<file path="src/rtl/prog_moore_fsm.sv">
// Table-programmable Moore machine: next-state and output tables held in
// registers, loaded through a one-entry-per-edge config write port.
//
// Ports:
//   clk, rst   rising-edge clock, synchronous active-high reset
//   en, in_v   take one transition on in_v when en=1, else hold
//   cfg_*      table write: cfg_sel=0 -> NS[cfg_state][cfg_in],
//              cfg_sel=1 -> OUT[cfg_state]; data in low bits of cfg_data
//   st         current state register
//   out_v      OUT[st], combinational
//   chg, err   one-cycle flags: state changed / illegal target taken
module prog_moore_fsm #(
    parameter  int NUM_STATES  = 8,
    parameter  int IN_W        = 2,
    parameter  int OUT_W       = 2,
    parameter  int RESET_STATE = 0,
    localparam int SW = (NUM_STATES > 1) ? $clog2(NUM_STATES) : 1,
    localparam int DW = (SW > OUT_W) ? SW : OUT_W
) (
    input  logic             clk,
    input  logic             rst,
    input  logic             en,
    input  logic [IN_W-1:0]  in_v,
    input  logic             cfg_we,
    input  logic             cfg_sel,
    input  logic [SW-1:0]    cfg_state,
    input  logic [IN_W-1:0]  cfg_in,
    input  logic [DW-1:0]    cfg_data,
    output logic [SW-1:0]    st,
    output logic [OUT_W-1:0] out_v,
    output logic             chg,
    output logic             err
);

    localparam int NIN = 2 ** IN_W;
    localparam logic [SW-1:0] RST_ST = SW'(RESET_STATE);

    logic [SW-1:0]    ns_tab  [NUM_STATES][NIN];
    logic [OUT_W-1:0] out_tab [NUM_STATES];

    logic [SW-1:0] tgt;
    logic          legal;
    logic [SW-1:0] st_nx;
    logic          chg_nx;
    logic          err_nx;

    // Table reads decoded by comparison so unused state codes
    // never index past the end of the tables.
    always_comb begin
        tgt   = RST_ST;
        out_v = '0;
        for (int i = 0; i < NUM_STATES; i++) begin
            if (st == SW'(i)) begin
                tgt   = ns_tab[i][in_v];
                out_v = out_tab[i];
            end
        end
    end

    // With a power-of-two state count every code is legal.
    if (NUM_STATES == (1 << SW)) begin : g_full
        assign legal = 1'b1;
    end else begin : g_part
        assign legal = (tgt < SW'(NUM_STATES));
    end

    always_comb begin
        st_nx  = st;
        chg_nx = 1'b0;
        err_nx = 1'b0;
        if (en) begin
            if (legal) begin
                st_nx = tgt;
            end else begin
                st_nx  = RST_ST;
                err_nx = 1'b1;
            end
            chg_nx = (st_nx != st);
        end
    end

    always_ff @(posedge clk) begin
        if (rst) begin
            st  <= RST_ST;
            chg <= 1'b0;
            err <= 1'b0;
        end else begin
            st  <= st_nx;
            chg <= chg_nx;
            err <= err_nx;
        end
    end

    // Writes land after the transition has read the old entry,
    // so a same-edge write only affects later edges.
    always_ff @(posedge clk) begin
        if (rst) begin
            for (int i = 0; i < NUM_STATES; i++) begin
                out_tab[i] <= '0;
                for (int j = 0; j < NIN; j++) begin
                    ns_tab[i][j] <= RST_ST;
                end
            end
        end else if (cfg_we) begin
            for (int i = 0; i < NUM_STATES; i++) begin
                if (cfg_state == SW'(i)) begin
                    if (cfg_sel) begin
                        out_tab[i] <= cfg_data[OUT_W-1:0];
                    end else begin
                        ns_tab[i][cfg_in] <= cfg_data[SW-1:0];
                    end
                end
            end
        end
    end

endmodule

</file>
<file path="config.mk">
export PLATFORM = sky130hd
export DESIGN_NAME = prog_moore_fsm
export DESIGN_NICKNAME = d
export VERILOG_FILES = /design/src/rtl/prog_moore_fsm.sv
export SDC_FILE = /design/constraint.sdc
export NUM_CORES = 1
export LEC_CHECK = 0
export CAP_MARGIN = 10
export CORE_ASPECT_RATIO = 1.75
export CORE_MARGIN = 2
export CORE_UTILIZATION = 40
export DETAILED_ROUTE_END_ITERATION = 7
export GPL_ROUTABILITY_DRIVEN = 0
export GPL_TIMING_DRIVEN = 0
export PLACE_DENSITY = 0.62
export SYNTH_ARGS = -nofsm -noshare
export SYNTH_HDL_FRONTEND = slang
export SYNTH_SLANG_ARGS = --single-unit
</file>
<file path="constraint.sdc">
create_clock -name clk -period 6.7 [get_ports clk]
set_input_delay 2.01 -clock clk [delete_from_list [all_inputs] [get_ports clk]]
set_output_delay 2.01 -clock clk [all_outputs]
set_load 0.02 [all_outputs]
</file>
==> metrics, run 1 <==
most common flop cell mapped by yosys=edfxtp_1; Crit path arrival time=2.47 ns; Layout Nets=554; Residual DRC=2; TNS Setup=0 ns; worst reg2reg path endpoint=chg; R2R cell count=8; Yosys Warn Count=0; R2R setup slack=4.57 ns; clk_lat worst skew=0.41 ns; LEAKAGE=2.30 nW; Distinct cells, synth=52; Reg clk slew, reported paths=0.05 ns; met1 usage=22.7%; WL final=15000 um; Max Cap Viol=0; met3 track demand over resource=4.31%; post-CTS repair timing setup buffer count=0; Worst Path Required=4.69 ns; clk_skew=0.00700 ns; Die Area=0.0148 mm2; initial antenna violation count=0; Die Y-Extent=160 um; Post-synth EDFFs=67; CP max FO=10; worst slew pin tran=0.624 ns; slowest cell delay on critical path=0.54 ns; Rel. slew slack=58.4%; DRT Pass-1 Iters=8; number of buffers inserted during clock tree synthesis=17; # rows=56; Mapped Area=0.00553 mm2; placed cells=694; CTS tree=yes; CTS Buffer Depth=2; failing checks=DRC; worst hold start=ns_tab[1][35]; post-CTS sizing=0; RR Startpoint=st[1]; non-filler cells, final=726; first-pass GRT wire length=23000 um; Core Area=0.0135 mm2; Mean Syn Cell Area=11.0 um2; top cell type's share of synthesized area=36.4%; Worst Hold Path Cells=2; top cells by count, synth=edfxtp_1, nand2_1, dfxtp_1, nor2_1, a21oi_1; Ant. Diodes=0; WL per Instance=20.6 um; largest net degree at the start of global routing=17; vias in the first global route=4161; CP max-delay cell=mux4_2; Syn Nets=518; via-per-instance ratio=5.64; Max rail drop VDD=0.000165 V; layout cells sized above 1=11.2%; Final min period=4.48 ns; met2 usage=36.5%; cell mode on critical path=nand2_1; Sink Count=116; H-tree depth=4; top-count cell post-synth=edfxtp_1; unrepaired setup endpoints after global routing=false; final slew viol count=0; Area contributors post-synth=edfxtp_1, dfxtp_1, mux2i_1, mux4_2, nand2_1; crit start category=flop; ANT nets after route=0; critical path class=flop to output pin; Synth area leader=edfxtp_1; WHS Endpoint=ns_tab[1][35]; GR Util All Layers=21.1%; ys async rst share=0%; max frequency=0.223 GHz; initial core utilization=41.1%; final setup vio count=0; Mapped Cells=503; Hold Path Class=flop to flop; I/O pins=22; vias=4095; DRC marker count from the first detailed-route iteration=467; Post-CTS Hold Buffers=0; Port Buffers=17; worst path cell trace=buf_2, buf_4, mux4_2, nand2_1, nand2_1, clkdlybuf4s50_1; Congestion Overflow GR=0; period utilization=66.8%; Hold Violations, Final=0; Worst setup EP type=output pin; Root Driver=clkbuf_16; Area growth syn-to-layout=16.1%; GRT busiest layer=met2; power per cell area=277 mW/mm2; outcome=finished with violations; Seq cells post-synth=116; die width=92.9 um; Seq/Total Area, Yosys=54.1%; Detail Placement HPWL=11100 um
power by group:
part	internal (mW)	switching, mW	total [mW]
registers	0.785	0.00879	0.793
clock network	0.463	0.308	0.770
logic	0.0832	0.128	0.212
total	1.33	0.445	1.78
worst max-delay path by stage:
stage                         to  slack (ns)  cells past startpoint    from
floorplan               out_v[0]        3.13                      5   st[0]
global placement    ns_tab[0][4]        2.46                      6  cfg_we
detailed placement  ns_tab[0][4]        2.45                      6     rst
CTS                     out_v[1]        2.22                      6   st[0]
global route            out_v[1]        2.12                      6   st[0]
finish                  out_v[1]        2.22                      6   st[0]
registers in the layout, indices dropped and copies added, names as in the netlist:
register and cells:
chg 1, ns_tab 96, st 3, out_tab 16
stage by stage:
stage | hold WS, ns | instance area, um2 | total power, mW | worst slack [ns] | utilization (%)
finish | 0.458 | 6420 | 1.78 | 2.22 | 47.7
global route | 0.472 | 6420 | 1.84 | 2.12 | 47.7
floorplan | 0.432 | 5530 | 0.943 | 3.13 | -
CTS | 0.455 | 6420 | 1.78 | 2.22 | 47.7
global placement | 0.439 | 5920 | 1.01 | 2.46 | 44.0
detailed placement | 0.447 | 5920 | 1.02 | 2.45 | 44.0
critical path, delay by kind of cell, from the launching register on:
family        cells  cell delay, ns
mux               1            0.54
flops             1            0.36
buf+inv           3            1.03
simple gates      2            0.13
cell families (layout without fill, tap and decap cells):
kind of cell	after synthesis	in the layout	synth area share, %
AOI/OAI and AO/OA	100	100	11.4
other	1	1	0.0678
and+or+nand+nor	183	183	16.0
xor gates and xnor gates	1	1	0.158
buffers and inverters	48	97	4.53
muxes	54	54	13.7
DFF	116	116	54.1
placed cells by master, fill, tap and decap left out, types with 3 or more instances in the layout:
| cell type | netlist | layout |
|---|---|---|
| o21ai_0 | 10 | 10 |
| nor2b_1 | 7 | 7 |
| and3_1 | 9 | 9 |
| a21o_1 | 5 | 5 |
| mux4_2 | 12 | 12 |
| and2_1 | 9 | 9 |
| inv_1 | 6 | 6 |
| o21ai_1 | 10 | 10 |
| buf_2 | 5 | 5 |
| a311oi_1 | 3 | 3 |
| or3_1 | 3 | 3 |
| nand3_1 | 26 | 26 |
| clkbuf_16 | 0 | 17 |
| clkbuf_1 | 27 | 30 |
| buf_4 | 3 | 3 |
| buf_6 | 4 | 4 |
| a22oi_1 | 6 | 6 |
| a21oi_1 | 36 | 36 |
| edfxtp_1 | 67 | 67 |
| o21bai_1 | 11 | 11 |
| mux4_1 | 4 | 4 |
| clkinv_2 | 0 | 5 |
| nor2_1 | 42 | 42 |
| clkinv_1 | 0 | 3 |
| o22ai_1 | 3 | 3 |
| nand2_1 | 61 | 61 |
| clkdlybuf4s50_1 | 0 | 17 |
| clkinvlp_4 | 0 | 4 |
| a211oi_1 | 3 | 3 |
| nand2b_1 | 14 | 14 |
| mux2i_1 | 35 | 35 |
| dfxtp_1 | 49 | 49 |
cell type report:
type                            count  area, um2
Tap cell                          174        218
Buffer                             41        224
Sequential cell                   116       2990
Timing Repair Buffer               17        170
Clock inverter                     12       66.3
Multi-Input combinational cell    339       2280
Fill cell                        1244       7030
Clock buffer                       20        437
Inverter                            7       26.3
per-layer routing:
metal / share of wire, % / wire (um)
met5: 0 / 0
met4: 6.6 / 987
met3: 4.9 / 726
met2: 53 / 7880
met1: 36 / 5370
Note: power is estimated with default switching activity, not from simulation.
==> inputs of run 2 (changes only) <==
- PLACE_DENSITY: 0.62 -> 0.64
- clock period: 6.7 -> 3.7 ns (I/O delays scaled with it)
==> run 2 against run 1 <==
  * Die area stayed put
  * Final area up 1.9%
  * The run now ends clean
  * Via count up 1.1%
  * Largest cell class unchanged
  * Global-route usage up 0.14 points
  * Sequential share of layout area shrank 0.85 points
  * Critical path type unchanged
  * First-iteration DRC count down 24%
  * Non-clock buffer count unchanged
==> metrics, run 2 (synthesis results as in run 1) <==
outcome=finished, final reports clean; CTS tree=yes; Ant. Diodes=0; internal power=2.75 mW; TNS Setup=0 ns; minimum hold slack=0.451 ns; final setup vio count=0; met1 usage=21.2%; Hold Violations, Final=0; first-pass GRT wire length=23100 um; Biggest register=ns_tab; CTS Buffer Depth=2; number of buffers inserted during clock tree synthesis=17; WL final=15000 um; sw frac=22.5%; Crit path arrival time=2.45 ns; post-CTS repair timing setup buffer count=0; worst path cell trace=clkbuf_4, buf_4, mux4_2, nand2_1, nand2_1, clkdlybuf4s50_1; CP delay by family, top=buffers and inverters; die width=92.9 um; most common cell after layout, fill and taps aside=edfxtp_1; Final min period=3.56 ns; CP startpoint=st[0]; layout cells sized above 1=10.9%; Residual DRC=0; # rows=56; R2R cell count=8; Detail Placement HPWL=11100 um; WP depth=6; Sequential Power Share=40.6%; Worst Path Required=2.59 ns; ANT nets after route=0; Largest register FFs=96; Max Cap Viol=0; Max rail drop VDD=0.000356 V; Root Driver=clkbuf_16; worst setup path endpoint=out_v[0]; commonest non-fill, non-tap cells in the layout=edfxtp_1, nand2_1, dfxtp_1; Rel. slew slack=57.7%; Power, Total=3.55 mW; Die Y-Extent=160 um; max frequency=0.281 GHz; vias in the first global route=4158; Die Area=0.0148 mm2; Clk pwr share=48.7%; GRT busiest layer=met2; Port Buffers=17; GR Util All Layers=21.2%; crit start category=flop; CP max-delay cell=mux4_2; largest net degree at the start of global routing=17; slowest cell delay on critical path=0.53 ns; initial core utilization=41.1%; RR Startpoint=st[1]; critical path class=flop to output pin; Post-CTS Hold Buffers=0; Hold Path Class=flop to flop; Area growth syn-to-layout=18.3%; Buf/Inv on CP=3; Sink Count=116; Layout Nets=554; clk_lat worst skew=0.41 ns; final slew viol count=0; cell mode on critical path=nand2_1; DRT Pass-1 Iters=5; biggest regs=ns_tab x96, out_tab x16, st x3; initial antenna violation count=0; Congestion Overflow GR=0; met3 track demand over resource=4.45%; Worst setup EP type=output pin; DRC marker count from the first detailed-route iteration=356; Logic pwr share=10.8%; LEAKAGE=2.36 nW; met2 usage=37.3%; Reg clk slew, reported paths=0.05 ns; I/O pins=22; vias=4140; H-tree depth=4; worst reg2reg path endpoint=chg; CP max FO=10; clk_skew=0.00553 ns; power per cell area=542 mW/mm2; via-per-instance ratio=5.70; Core Area=0.0135 mm2; period utilization=96.1%; R2R setup slack=1.53 ns; P_sw=798 uW; unrepaired setup endpoints after global routing=false; post-CTS sizing=0; WL per Instance=20.6 um; worst slew pin tran=0.634 ns
## run 2: cell count changes in the layout (fill, tap and decap cells not counted), moves of 2 or more
cell        before  now
clkbuf_1        30   28
bufinv_16        0    5
clkinvlp_4       4    0
clkinv_2         5    1
clkinv_1         3    7
## run 2: cell type report
class                           instances  area (um2)
Clock buffer                           18         429
Tap cell                              174         218
Clock inverter                         14         190
Multi-Input combinational cell        339        2280
Sequential cell                       116        2990
Timing Repair Buffer                   17         170
Inverter                                7        26.3
Buffer                                 41         226
Fill cell                            1221        6920
## run 2: worst min-delay path by stage
| stage | cells past startpoint | slack, ns | start | to |
|---|---|---|---|---|
| 5_1_grt | 2 | 0.47 | ns_tab[1][34] | ns_tab[1][34] |
| 3_5_place_dp | 2 | 0.45 | ns_tab[1][34] | ns_tab[1][34] |
| 2_1_floorplan | 2 | 0.43 | ns_tab[1][4] | ns_tab[1][4] |
| 3_3_place_gp | 2 | 0.44 | ns_tab[1][35] | ns_tab[1][35] |
| 4_1_cts | 2 | 0.45 | ns_tab[1][34] | ns_tab[1][34] |
| 6_report | 2 | 0.45 | ns_tab[1][34] | ns_tab[1][34] |
## run 2: routing by layer
layer / vias to the layer above / wire length (um)
li1: 1914 / -
met1: 2002 / 5020
met2: 167 / 7890
met3: 57 / 845
met4: 0 / 1210
met5: - / 0
## run 2: through the flow
stage          setup WS [ns]  instance area, um2  std cells  utilization (%)
6_report               0.143                6540        726             48.6
5_1_grt               0.0397                6540        726             48.6
4_1_cts               0.0964                6540        726             48.6
3_5_place_dp           0.277                5920        694             44.0
3_3_place_gp           0.345                5920        694             44.0
2_1_floorplan           1.03                5530        503                -
## run 2: worst register-to-register path: cells and delay by family (launching register included)
kind | cells | cell delay [ns]
buffers and inverters | 3 | 0.62
AND/OR/NAND/NOR | 2 | 0.37
flip-flops | 1 | 0.35
AO/OA/AOI/OAI | 3 | 0.67
## run 2: power groups by stage
stage	sequential (mW)	clock (mW)	combinational, mW
after floorplan	1.46	0	0.245
after global placement	1.46	0	0.372
after detailed placement	1.46	0	0.378
after CTS	1.44	1.74	0.379
after global routing	1.44	1.79	0.411
final	1.44	1.73	0.382
==> inputs of run 3 (changes only) <==
- CORE_MARGIN: 2 -> 1
- PLACE_DENSITY: 0.64 -> 0.62
- clock period: 3.7 -> 4.6 ns (I/O delays scaled with it)
==> run 3 against run 2 <==
  * Sequential power fell by 19%
  * Total power shrank 22%
  * Global-route usage grew 1.2 points
  * Clock skew rose by 0.0042 ns
  * Final area shrank 0.52%
  * Sequential share of layout area grew 0.24 points
  * Critical path type unchanged
  * Largest power group unchanged
  * Highest routed layer unchanged
==> metrics, run 3 (synthesis results as in run 1) <==
crit start category=flop; critical path class=flop to output pin; outcome=finished, final reports clean; Sink Count=116; Worst Path Required=3.22 ns; WL per Instance=20.8 um; Final min period=3.87 ns; Port Buffers=17; Hold Violations, Final=0; Root Driver=clkbuf_16; CTS tree=yes; biggest regs=ns_tab x96, out_tab x16, st x3; Largest register FFs=96; CTS Buffer Depth=2; vias in the first global route=4123; Biggest register=ns_tab; clk_skew=0.00975 ns; via-per-instance ratio=5.70; largest net degree at the start of global routing=17; period utilization=84.1%; final slew viol count=0; Area growth syn-to-layout=17.7%; placed cells=694; Residual DRC=0; number of buffers inserted during clock tree synthesis=17; first-pass GRT wire length=23200 um; layout cells sized above 1=11.2%; Reg area=0.00299 mm2; Crit path arrival time=2.49 ns; Power, Total=2.75 mW; Congestion Overflow GR=0; most common cell after layout, fill and taps aside=edfxtp_1; initial core utilization=41.1%; commonest non-fill, non-tap cells in the layout=edfxtp_1, nand2_1, dfxtp_1; unrepaired setup endpoints after global routing=false; DRC marker count from the first detailed-route iteration=323; post-CTS sizing=0; clk_lat worst skew=0.41 ns; Worst setup EP type=output pin; DRT Pass-1 Iters=5; Core Area=0.0135 mm2; R2R cell count=8; Die Y-Extent=158 um; multi-input logic area=0.00228 mm2; LEAKAGE=2.35 nW; Ant. Diodes=0; CP max FO=10; WL final=15100 um; max frequency=0.259 GHz; non-filler cells, final=726; Max rail drop VDD=0.000252 V; initial antenna violation count=0; fin util=48.3%; fillers=1242; Max Cap Viol=0; power per cell area=424 mW/mm2; Reg clk slew, reported paths=0.05 ns; worst slew pin tran=0.635 ns; die width=90.9 um; GR Util All Layers=22.4%; ANT nets after route=0; Detail Placement HPWL=11200 um; Die Area=0.0143 mm2; Post-CTS Hold Buffers=0; Hold Path Class=flop to flop; Rel. slew slack=57.6%; TNS Setup=0 ns; post-CTS repair timing setup buffer count=0; vias=4138; # rows=56; I/O pins=22; H-tree depth=4; final setup vio count=0; Layout Nets=554; Worst Hold Path Cells=2
[run 3: cell count changes in the layout (fill, tap and decap cells not counted), sizes merged]
cell / change
clkbuf: +11
clkinv: -7
buf: +1
bufinv: -5
[run 3: path summary, 6_finish.rpt]
kind,from,endpoint,slack (ns)
min reg2reg,ns_tab[1][35],ns_tab[1][35],0.45
min,ns_tab[1][35],ns_tab[1][35],0.45
max,st[0],out_v[0],0.73
max reg2reg,st[1],chg,2.43
[run 3: layout make-up]
cell class	instances	area share, %
Sequential cell	116	46.0
Multi-Input combinational cell	339	35.1
Clock buffer	30	8.89
Buffer	41	3.44
Tap cell	174	3.35
Timing Repair Buffer	17	2.62
Inverter	7	0.404
Clock inverter	2	0.154
[run 3: per-layer routing]
metal / track usage [%] / vias up / part of all wire [%]
met2: 41.2 / 167 / 53
li1: - / 1905 / -
met4: 14.7 / 0 / 5.9
met3: 4.49 / 49 / 4.6
met5: 0 / - / 0
met1: 22.9 / 2017 / 36
[run 3: through the flow]
step	hold WS (ns)	worst slack [ns]	instance area [um2]
floorplan	0.432	1.66	5530
global placement	0.439	0.952	5920
detailed placement	0.442	0.942	5920
CTS	0.449	0.726	6500
global route	0.466	0.615	6500
finish	0.447	0.733	6500
[run 3: worst max-delay path, cell delays in order, from the launching register on]
cell             delay [ns]
dfxtp_1                0.37
buf_2                  0.25
buf_4                  0.26
mux4_2                 0.53
nand2_1                0.09
nand2_1                0.05
clkdlybuf4s50_1        0.53
[run 3: power by group]
part | switching (mW) | total (mW) | internal (mW)
Clock | 0.449 | 1.29 | 0.842
Sequential | 0.0131 | 1.16 | 1.14
Combinational | 0.187 | 0.308 | 0.121
Total | 0.649 | 2.75 | 2.11
==> RTL edit 1, RTL diff (settings of run 2) <==
Change the parameter `IN_W` from 2 to 4.
--- a/src/rtl/prog_moore_fsm.sv
+++ b/src/rtl/prog_moore_fsm.sv
@@ -11,7 +11,7 @@
 //   chg, err   one-cycle flags: state changed / illegal target taken
 module prog_moore_fsm #(
     parameter  int NUM_STATES  = 8,
-    parameter  int IN_W        = 2,
+    parameter  int IN_W        = 4,
     parameter  int OUT_W       = 2,
     parameter  int RESET_STATE = 0,
     localparam int SW = (NUM_STATES > 1) ? $clog2(NUM_STATES) : 1,
Interface: changed (resized cfg_in and in_v); port bits go from 22 to 26. The function was not compared with the original's and may differ.
==> RTL edit 1 against run 2 <==
  * The run now ends with negative setup slack left
  * Wire length rose to 4.7 times the old value
  * Via count rose to 3.5 times the old value
  * Sequential cell count grew 288
  * Synthesized area rose to 3.3 times the old value
  * Cell area increased to 3.2 times the old value
  * First-iteration DRC count rose to 5.3 times the old value
  * Largest cell class unchanged
  * Worst setup slack lost 0.21 ns
  * Power rose to 2.9 times the old value
==> RTL edit 1: results (changes against run 2) <==
outcome = complete, but fails checks
failing checks = negative setup slack
deepest clock path buffer count = 3 (+1)
port bufs = 12 (-5)
Area contributors post-synth = edfxtp_1 34%, dfxtp_1 21%, mux4_2 12%
Top delay family on crit path = simple AND/OR/NAND/NOR gates
reg2reg start = ns_tab[0][50]$_DFFE_PP_
leakage = 7.01 nW (+200%)
Mean Syn Cell Area = 11.3 sq um (+2.6%)
Signal buffers = 176 (+200%)
final setup margin = -0.0708 ns (-0.214 ns)
Post-Place Cells = 2230 (+220%)
crit path capture = ns_tab[1][119]$_SDFFE_PP0P_
Final HPWL DP = 49.8 mm (+350%)
multi-input gate share of total cell area = 36.3% (+1.3 points)
share of the synthesized area in the top cell type = 34.4% (-2.0 points)
endpoints failing setup = 21 (+21)
Regs by FF count = ns_tab: 384 flops, out_tab: 16 flops, st: 3 flops
Global Route Usage Sum = 28.9% (+7.7 points)
Post-synth top cells = 236 x nand2_1, 211 x edfxtp_1, 193 x dfxtp_1, 168 x nand3_1, 164 x a21oi_1
Post-Syn Area = 18400 sq um (+230%)
H-tree levels = 2 (-2)
syn nets = 1652 (+220%)
Initial DRC Count = 1885 (+430%)
crit-path max cell delay = 0.82 ns (+0.29 ns)
Logic inverters = 6 (-1)
Netlist cell types = 59 (+13%)
worst hold slack = 0.454 ns (+0.00324 ns)
drt pass-1 iters = 6 (+1)
WL final = 70.1 mm (+370%)
NonClk Buf Share = 4.41% (-1.7 points)
Hold Crit Start = ns_tab[1][126]$_SDFFE_PP0P_
Slowest-stage cell, CP = nor3_1
R2R cell count = 7 (-1)
Metal-1 WL = 21.7 mm (+330%)
filler cell count = 4160 (+240%)
skew final = 0.0136 ns (+0.00806 ns)
dpl ws = -1.04 ns (-1.31 ns)
[RTL edit 1: changes by cell type in the layout (fill, tap and decap cells not counted), moves of 29 or more]
cell / run 2 / this run
a21oi_1: 36 / 164
nand3_1: 26 / 168
clkbuf_1: 28 / 117
a21o_1: 5 / 66
nand2_1: 61 / 236
dfxtp_1: 49 / 191
mux4_2: 12 / 96
nor2_1: 42 / 74
and3_1: 9 / 52
edfxtp_1: 67 / 211
mux2i_1: 35 / 64
[RTL edit 1: worst reg2reg max path, cell delays in order (launching register included)]
cell and delay [ns]:
edfxtp_1 0.37, mux4_2 0.53, mux2_2 0.33, a41o_1 0.26, nor4_1 0.39, o221ai_1 0.22, a31oi_1 0.25, a41oi_2 0.20
[RTL edit 1: cells by family (layout without fill, tap and decap cells)]
family	Yosys count	in the layout	share of synthesized area, %
buf+inv	168	251	4.14
mux	170	170	15.8
flops	404	404	55.4
other cells	1	1	0.0204
simple gates	613	616	15.5
compound gates	277	277	9.15
[RTL edit 1: where the power goes]
part,internal (W),total (W),switching (W),leakage (nW)
clock network,0.00250,0.00429,0.00179,0.656
registers,0.00487,0.00493,0.0000546,3.56
logic,0.000311,0.000977,0.000666,2.79
[RTL edit 1: what timing repair did]
action,CTS,global route
cloned,0,3
resized for setup,23,18
pin swaps,0,3
setup buffers,1,0
endpoints found under the setup margin,186,221
[RTL edit 1: per-layer routing]
metal / vias to the layer above / track usage, %
li1: 6122 / -
met1: 7012 / 29.1
met2: 950 / 50.3
met3: 326 / 5.99
met4: 0 / 26.0
met5: - / 0
[RTL edit 1: through the flow]
| step | power [W] | TNS (ns) |
|---|---|---|
| finish | 0.0102 | -0.570 |
| CTS | 0.0101 | 0 |
| global placement | 0.00594 | -441.76 |
| global route | 0.0104 | 0 |
| detailed placement | 0.00595 | -242.25 |
| floorplan | 0.00557 | 0 |
==> RTL edit 2, RTL diff (settings of run 2) <==
Without the edit above. Register the input `cfg_data` before use, without a reset. The logic sees it one clock later. The other inputs are not delayed to match.
--- a/src/rtl/prog_moore_fsm.sv
+++ b/src/rtl/prog_moore_fsm.sv
@@ -34,6 +34,12 @@
 
     localparam int NIN = 2 ** IN_W;
     localparam logic [SW-1:0] RST_ST = SW'(RESET_STATE);
+
+    logic [DW-1:0] cfg_data_q;
+
+    always_ff @(posedge clk) begin
+        cfg_data_q <= cfg_data;
+    end
 
     logic [SW-1:0]    ns_tab  [NUM_STATES][NIN];
     logic [OUT_W-1:0] out_tab [NUM_STATES];
@@ -105,9 +111,9 @@
             for (int i = 0; i < NUM_STATES; i++) begin
                 if (cfg_state == SW'(i)) begin
                     if (cfg_sel) begin
-                        out_tab[i] <= cfg_data[OUT_W-1:0];
+                        out_tab[i] <= cfg_data_q[OUT_W-1:0];
                     end else begin
-                        ns_tab[i][cfg_in] <= cfg_data[SW-1:0];
+                        ns_tab[i][cfg_in] <= cfg_data_q[SW-1:0];
                     end
                 end
             end
Behaviour: not the same (a bounded check fails within 4 cycles, from zero or initial values and one cycle with rst high).
==> RTL edit 2 against run 2 <==
  * Synthesized area about the same
  * Wire length decreased by 0.82%
  * Register-to-register slack improved by 0.03 ns
  * First-iteration DRC count fell by 7.9%
  * Worst hold slack improved by 0.0029 ns
  * Cell area fell by 0.27%
  * Sequential cell count is 3 higher
  * Critical path depth is 1 lower
  * Worst setup slack better by 0.083 ns
  * Power down 4.9%
==> RTL edit 2: results (changes against run 2) <==
outcome = complete, no violations
Logic inverters = 6 (-1)
syn nets = 525 (+1.4%)
Slew Viols, Final = 0 (unchanged)
Post-Place Cells = 702 (+1.2%)
R2R cell count = 6 (-2)
Nets = 560 (+1.1%)
clk sinks = 119 (+2.6%)
CP arrival = 2.36 ns (-0.09 ns)
Top delay family on crit path = buffers and inverters
Netlist cell types = 50 (-3.8%)
antenna violations before repair = 0 (unchanged)
NonClk Buf Share = 5.60% (-0.46 points)
Global Route Usage Sum = 21.0% (-0.25 points)
Regs by FF count = ns_tab: 96 flops, out_tab: 16 flops
Area contributors post-synth = edfxtp_1 36%, dfxtp_1 19%, mux2i_1 7.8%
deepest clock path buffer count = 2 (unchanged)
DR WL/cell = 20.3 microns (-1.6%)
Mean Syn Cell Area = 10.8 sq um (-1.3%)
WL final = 14.8 mm (-0.82%)
Hold Crit Start = ns_tab[1][8]$_SDFFE_PP0P_
Max IR drop VDD = 0.000289 V (-19%)
min-delay worst type = flip-flop to flip-flop
drt pass-1 iters = 4 (-1)
Post-synth EDFFs = 67 (unchanged)
port bufs = 18 (+1)
Main synth FF type = edfxtp_1
Reg power frac = 43.0% (+2.4 points)
R2R Path End = chg$_SDFF_PP0_
pin count of the biggest net entering global routing = 20 (+3)
reg2reg start = st[0]$_SDFFE_PP0P_
comb_multi_in = 345 (+1.8%)
Slew headroom = 55.0% (-2.7 points)
clk slew on worst S/H paths = 0.05 ns (about the same)
Signal buffers = 56 (-3.4%)
post-synthesis async set-or-reset flop share = 0% (unchanged)
sequential fraction of the synthesis area = 55.2% (+1.0 points)
Pint = 0.00260 W (-5.4%)
Final HPWL DP = 10.9 mm (-1.3%)
switching fraction of total power = 22.9% (+0.42 points)
Multi-input gate area = 2270 sq um (-0.44%)
dpl ws = 0.0576 ns (-0.219 ns)
Worst R2R Setup Slack = 1.56 ns (+0.03 ns)
hold-critical path endpoint = ns_tab[1][8]$_SDFFE_PP0P_
Initial DRC Count = 328 (-7.9%)
Diodes inserted = 0 (unchanged)
skew final = 0.00645 ns (+0.000919 ns)
share of cells above drive strength 1 = 10.6% (-0.30 points)
# clk buffers = 23 (+5)
clk tree area frac = 8.98% (-0.49 points)
Post-synth top cells = 67 x edfxtp_1, 59 x nand2_1, 52 x dfxtp_1, 46 x nor2_1, 43 x mux2i_1
routed vias = 4179 (+0.94%)
filler cell count = 1233 (+0.98%)
register share of the cell area = 46.8% (+1.1 points)
Max FO, Critical Path = 13 (+3)
Num CTS Buffers = 17 (unchanged)
Clock power frac = 48.4% (-0.3 points)
leakage = 2.40 nW (+1.7%)
RTL edit 2: logic make-up after synthesis:
kind of cell	Yosys count	share of synthesized area [%]
muxes	57	13.5
other	1	0.0678
DFF	119	55.2
AOI/OAI and AO/OA	98	11.3
xor gates and xnor gates	1	0.158
and+or+nand+nor	188	16.1
buffers and inverters	46	3.71
RTL edit 2: metrics by stage:
| stage | instance area [sq um] | hold WS (ns) |
|---|---|---|
| final | 6520 | 0.454 |
| after global routing | 6520 | 0.475 |
| after CTS | 6510 | 0.452 |
| after detailed placement | 5930 | 0.445 |
| after global placement | 5930 | 0.442 |
| after floorplan | 5530 | 0.433 |
RTL edit 2: what timing repair did:
| item | in CTS | in global routing |
|---|---|---|
| setup endpoints to repair | 2 | 2 |
| resized for setup | 3 | 4 |
| pin swaps | 0 | 0 |
RTL edit 2: how the worst max path moves through the flow:
| stage | cells after the start | slack [ns] | end | start |
|---|---|---|---|---|
| 6_report | 5 | 0.23 | out_v[0] | st[0]$_SDFFE_PP0P_ |
| 5_1_grt | 7 | 0.03 | out_v[1] | st[2]$_SDFFE_PP0P_ |
| 4_1_cts | 5 | 0.07 | out_v[0] | st[0]$_SDFFE_PP0P_ |
| 3_5_place_dp | 6 | 0.06 | out_v[0] | st[0]$_SDFFE_PP0P_ |
| 3_3_place_gp | 6 | 0.06 | out_v[0] | st[0]$_SDFFE_PP0P_ |
| 2_1_floorplan | 7 | 0.69 | out_v[1] | st[0]$_SDFFE_PP0P_ |
RTL edit 2: layer usage:
metal | share of wire [%] | track usage [%] | up-vias
met5 | 0 | 0 | -
met3 | 4.1 | 4.59 | 48
met4 | 4.5 | 10.7 | 0
met2 | 55 | 38.1 | 145
met1 | 37 | 22.1 | 2066
li1 | - | - | 1920
